**src/rtl/regfile_wr_arbiter.sv**
```systemverilog
// Register-file write-port arbiter: clears all registers after reset or on request, then grants one writer per cycle.
// Build option RFARB_FIXED_PRIO_EN selects fixed lowest-index priority instead of round-robin.
module regfile_wr_arbiter #(
    parameter int NUM_REQ  = 2,
    parameter int ADDR_W   = 5,
    parameter int DATA_W   = 32,
    parameter int NUM_REGS = 32
) (
    input  logic                      clk,
    input  logic                      rst_n,
    input  logic [NUM_REQ-1:0]        req_valid,
    output logic [NUM_REQ-1:0]        req_ready,
    input  logic [NUM_REQ*ADDR_W-1:0] req_addr,
    input  logic [NUM_REQ*DATA_W-1:0] req_data,
    input  logic                      clear_start,
    output logic                      busy,
    output logic                      rf_we,
    output logic [ADDR_W-1:0]         rf_waddr,
    output logic [DATA_W-1:0]         rf_wdata
);

    localparam int                IDX_W    = (NUM_REQ > 1) ? $clog2(NUM_REQ) : 1;
    localparam logic [ADDR_W-1:0] CLR_LAST = ADDR_W'(NUM_REGS - 1);

    typedef enum logic {
        ST_CLEAR = 1'b0,
        ST_RUN   = 1'b1
    } state_e;

    state_e              state_q, state_d;
    logic [ADDR_W-1:0]   clr_cnt_q, clr_cnt_d;
    logic                rf_we_q, rf_we_d;
    logic [ADDR_W-1:0]   rf_waddr_q, rf_waddr_d;
    logic [DATA_W-1:0]   rf_wdata_q, rf_wdata_d;

    logic [ADDR_W-1:0]   addr_arr [NUM_REQ];
    logic [DATA_W-1:0]   data_arr [NUM_REQ];
    logic                gnt_found;
    logic [IDX_W-1:0]    gnt_idx;
    logic                xfer;

    for (genvar i = 0; i < NUM_REQ; i++) begin : g_unpack
        assign addr_arr[i] = req_addr[i*ADDR_W +: ADDR_W];
        assign data_arr[i] = req_data[i*DATA_W +: DATA_W];
    end

`ifdef RFARB_FIXED_PRIO_EN
    // Descending scan so the lowest valid index is the last one written.
    always_comb begin
        gnt_found = 1'b0;
        gnt_idx   = '0;
        for (int i = NUM_REQ - 1; i >= 0; i--) begin
            if (req_valid[i]) begin
                gnt_found = 1'b1;
                gnt_idx   = IDX_W'(i);
            end
        end
    end
`else
    logic [IDX_W-1:0] rr_ptr_q, rr_ptr_d;

    function automatic logic [IDX_W-1:0] wrap_add(input logic [IDX_W-1:0] base, input int off);
        int s;
        s = int'(base) + off;
        if (s >= NUM_REQ) s = s - NUM_REQ;
        return IDX_W'(s);
    endfunction

    // Scan offsets from the far end so the nearest valid requester after rr_ptr wins.
    always_comb begin
        gnt_found = 1'b0;
        gnt_idx   = '0;
        for (int k = NUM_REQ - 1; k >= 0; k--) begin
            if (req_valid[wrap_add(rr_ptr_q, k)]) begin
                gnt_found = 1'b1;
                gnt_idx   = wrap_add(rr_ptr_q, k);
            end
        end
    end

    always_comb begin
        rr_ptr_d = rr_ptr_q;
        if (xfer) rr_ptr_d = wrap_add(gnt_idx, 1);
    end

    always_ff @(posedge clk or negedge rst_n) begin
        if (!rst_n) rr_ptr_q <= '0;
        else        rr_ptr_q <= rr_ptr_d;
    end
`endif

    assign xfer = (state_q == ST_RUN) && gnt_found;
    assign busy = (state_q == ST_CLEAR);

    always_comb begin
        req_ready = '0;
        if (xfer) req_ready[gnt_idx] = 1'b1;
    end

    always_comb begin
        state_d    = state_q;
        clr_cnt_d  = clr_cnt_q;
        rf_we_d    = 1'b0;
        rf_waddr_d = rf_waddr_q;
        rf_wdata_d = rf_wdata_q;
        unique case (state_q)
            ST_CLEAR: begin
                // clear_start is deliberately ignored here: the sweep never restarts mid-way.
                rf_we_d    = 1'b1;
                rf_waddr_d = clr_cnt_q;
                rf_wdata_d = '0;
                if (clr_cnt_q == CLR_LAST) begin
                    clr_cnt_d = '0;
                    state_d   = ST_RUN;
                end else begin
                    clr_cnt_d = clr_cnt_q + 1'b1;
                end
            end
            ST_RUN: begin
                if (xfer) begin
                    rf_waddr_d = addr_arr[gnt_idx];
                    rf_wdata_d = data_arr[gnt_idx];
                    rf_we_d    = (addr_arr[gnt_idx] != '0);
                end
                if (clear_start) begin
                    state_d   = ST_CLEAR;
                    clr_cnt_d = '0;
                end
            end
            default: state_d = ST_CLEAR;
        endcase
    end

    always_ff @(posedge clk or negedge rst_n) begin
        if (!rst_n) begin
            state_q    <= ST_CLEAR;
            clr_cnt_q  <= '0;
            rf_we_q    <= 1'b0;
            rf_waddr_q <= '0;
            rf_wdata_q <= '0;
        end else begin
            state_q    <= state_d;
            clr_cnt_q  <= clr_cnt_d;
            rf_we_q    <= rf_we_d;
            rf_waddr_q <= rf_waddr_d;
            rf_wdata_q <= rf_wdata_d;
        end
    end

    assign rf_we    = rf_we_q;
    assign rf_waddr = rf_waddr_q;
    assign rf_wdata = rf_wdata_q;

endmodule

```
**config.mk**
```make
export PLATFORM = sky130hd
export DESIGN_NAME = regfile_wr_arbiter
export DESIGN_NICKNAME = d
export VERILOG_FILES = /design/src/rtl/regfile_wr_arbiter.sv
export SDC_FILE = /design/constraint.sdc
export NUM_CORES = 1
export LEC_CHECK = 0
export CAP_MARGIN = 20
export CORE_MARGIN = 3
export CORE_UTILIZATION = 43
export DETAILED_ROUTE_END_ITERATION = 10
export GPL_TIMING_DRIVEN = 0
export PLACE_DENSITY = 0.86
export SLEW_MARGIN = 20
export SYNTH_ARGS = -nofsm -noshare
export SYNTH_HDL_FRONTEND = slang
export SYNTH_SLANG_ARGS = --single-unit
```
**constraint.sdc**
```tcl
create_clock -name clk -period 4.6 [get_ports clk]
set_clock_uncertainty 0.1 [all_clocks]
set_input_delay 0.46 -clock clk [delete_from_list [all_inputs] [get_ports clk]]
set_output_delay 0.46 -clock clk [all_outputs]
set_load 0.01 [all_outputs]
```
==> summary.md <==
| Metric | Value |
|---|---|
| Pre-CTS setup slack | `1.71 ns` |
| Post-DP HPWL | `5600 µm` |
| Setup_tns | `0 ns` |
| Register-to-register setup slack | `2.87 ns` |
| Avg Inst Size Synth | `8.85 µm²` |
| Area grow syn2layout | `60.4%` |
| WP data required | `4.04 ns` |
| Placed insts | `455` |
| Pre-antenna DRT Iters | `4` |
| CP cell instances | `clkdlybuf4s50_1 -> or2_1 -> clkbuf_1 -> and3_1 -> clkdlybuf4s50_1` |
| R2R cell count | `5` |
| Synth Cell Area | `2350 µm²` |
| CP top delay family | `buffers and inverters` |
| Antenna violations before repair | `0` |
| Clk_lat worst skew | `0.30 ns` |
| Fin crit period | `2.90 ns` |
| DR WL/cell | `16.9 µm` |
| RSZ-0062 raised after global routing | `false` |
| Layout cells sized above 1 | `0.0840` |
| Crit path capture type | `primary output` |
| Final net count | `473` |
| Pwr Total | `1.54 mW` |
| Slowest CP cell | `clkdlybuf4s50_1` |
| Netlist cell types | `29` |
| Compound-Gate Fraction of Synth Area | `0.300` |
| Total GRT Usage | `0.249` |
| Buffers on Ports | `119` |
| Final WL | `7840 µm` |
| Initial cell density of the core | `0.451` |
| Worst Path Buf+Inv | `3` |
| Slew HR | `0.634` |
| H-tree levels | `2` |
| Layout Cells excl Fill | `463` |
| Setup bufs post-CTS | `0` |
| #FFs+latches synth | `45` |
| Die width | `79.9 µm` |
| Simple-gate share of the synthesized area | `0.128` |
| CP dominant cell by count | `clkdlybuf4s50_1` |
| First-pass GRT wire length | `12600 µm` |
| Run status | `finished clean` |
| Die height | `79.9 µm` |
| Main combinational cell family by area after synthesis | `compound AO/OA/AOI/OAI gates` |
| Adder-cell share of the synthesized area | `0.0107` |
| DRT iter0 DRCs | `123` |
| Max-Cap Viols | `0` |
| XOR/XNOR Fraction of Synth Area | `0.00747` |
| Longest Clk Path Bufs | `2` |
| Final period util | `0.630` |
| Row count | `26` |
| Root buf cell | `clkbuf_8` |
| Final core occ | `0.723` |
| Final Hold Fails | `0` |
| Cells after Synth | `265` |
| Largest net degree at the start of global routing | `25` |
| Async S/R FF share, synth | `1.00` |
| Worst r2r src | `clr_cnt_q[0]` |
| Mux cell area share after synthesis | `0` |
| Placer Congestion | `0.852` |
| Synth top cells by count | `dfrtp_1, o21ai_1, a31oi_1, nand3_1, o21ai_0` |
| FMAX | `0.345 GHz` |
| Leakage power | `1.50 nW` |
| Top-count cell post-synth | `dfrtp_1` |
| Crit-path max FO | `10` |
| Number of enable flip-flop cells after synthesis | `0` |
| Antenna cells | `0` |
| Core ar. | `5200 µm²` |
| I/O pin cnt | `120` |
| Clock Pin Slew Worst Setup and Hold Paths | `0.09 ns` |
| CTS resizes | `0` |
| Synth Flop Type | `dfrtp_1` |
| Final Setup Violations | `0` |
| Cell Pwr Density | `410 nW/µm²` |
| Die ar. | `6380 µm²` |
| Total CTS buffers | `5` |
| Hold Crit Class | `in2async` |
| Sink Count | `45` |
| Yosys warns | `0` |
| CTS tree | `done` |
| Pin slew with the least headroom to its limit | `0.549 ns` |
| Peak supply drop | `0.266 mV` |
| Yosys top cell area share | `0.480` |
| Vias | `2668` |
| Final antenna-violating net count | `0` |
| R2R Path End | `state_q` |
| Dominant cell type by area after synthesis | `dfrtp_1` |
| Sequential share of the synthesized area | `0.480` |
| Synth Net Count | `346` |
| Crit path launch type | `input port` |
| Grt ovf | `0` |
| Vias in the first global route | `2671` |
| Cts hold-fix bufs | `0` |
| Max incr delay on CP | `0.56 ns` |
| Drt via density | `5.76` |
| PnR worst setup slack | `1.70 ns` |
| Fin. max-slew vios | `0` |
| Top post-synthesis cells by area | `dfrtp_1, a31oi_1, o21ai_1` |
| DRC | `0` |
| Critical path type | `in2out` |
| Worst path arrival time | `2.34 ns` |
==> routing by layer <==
layer,vias to the layer above,wire length [µm],track usage
li1,1252,-,-
met1,1280,3340,0.326
met2,127,3880,0.434
met3,9,558,0.0463
met4,0,67,0.0405
met5,-,0,0
==> power by group <==
part / internal (mW) / switching, mW
clock network: 0.177 / 0.137
registers: 0.507 / 0.0730
logic: 0.344 / 0.304
total: 1.03 / 0.514
==> worst max path at each step <==
stage / slack (ns) / from / cells past startpoint / endpoint
final: 1.70 / req_valid[0] / 5 / req_ready[0]
after detailed placement: 1.71 / req_valid[0] / 5 / req_ready[0]
after CTS: 1.71 / req_valid[0] / 5 / req_ready[0]
after floorplan: 2.96 / req_valid[1] / 3 / req_ready[0]
after global routing: 1.59 / req_valid[0] / 5 / req_ready[0]
after global placement: 1.72 / req_valid[0] / 5 / req_ready[0]
==> layout by cell type, fill, tap and decap left out, types with 3 or more instances in the layout <==
cell / Yosys / routed
clkdlybuf4s50_1: 0 / 118
dfrtp_1: 45 / 45
o21ai_1: 36 / 36
nand3_1: 33 / 33
o21ai_0: 33 / 33
a31oi_1: 33 / 33
buf_2: 16 / 17
clkbuf_1: 8 / 9
nor3_1: 7 / 7
o32ai_1: 7 / 7
a211oi_1: 6 / 6
clkbuf_8: 0 / 6
buf_4: 5 / 5
nand2_1: 5 / 5
nor2b_1: 5 / 5
inv_1: 5 / 5
nor2_1: 3 / 3
==> state kept, by name, indices dropped and copies added, names as in the netlist <==
register,count
rf_we,1
state_q,1
rf_wdata,32
rr_ptr_q,1
rf_waddr,5
clr_cnt_q,5
==> stage by stage <==
step | instance area [µm²] | hold slack [ns]
3_3_place_gp | 3620 | 0.393
4_1_cts | 3760 | 0.0489
5_1_grt | 3760 | 0.0659
6_report | 3760 | 0.0365
3_5_place_dp | 3650 | 0.376
2_1_floorplan | 2350 | 0.0644
==> layout make-up <==
cell class | instances | area (µm²)
clock inverter | 1 | 30.0
fill | 433 | 1440
tap | 70 | 87.6
multi-input combinational | 184 | 1050
sequential | 45 | 1130
clock buffer | 7 | 86.3
buffer | 29 | 148
timing repair buffer | 120 | 1210
inverter | 7 | 26.3
==> cell families after synthesis <==
group	after synthesis
AO/OA/AOI/OAI	121
AND/OR/NAND/NOR	59
flip-flops	45
buffers and inverters	36
XOR/XNOR	2
adder cells (fa/ha/maj)	2
No activity file was read; power rests on OpenSTA's default activity.
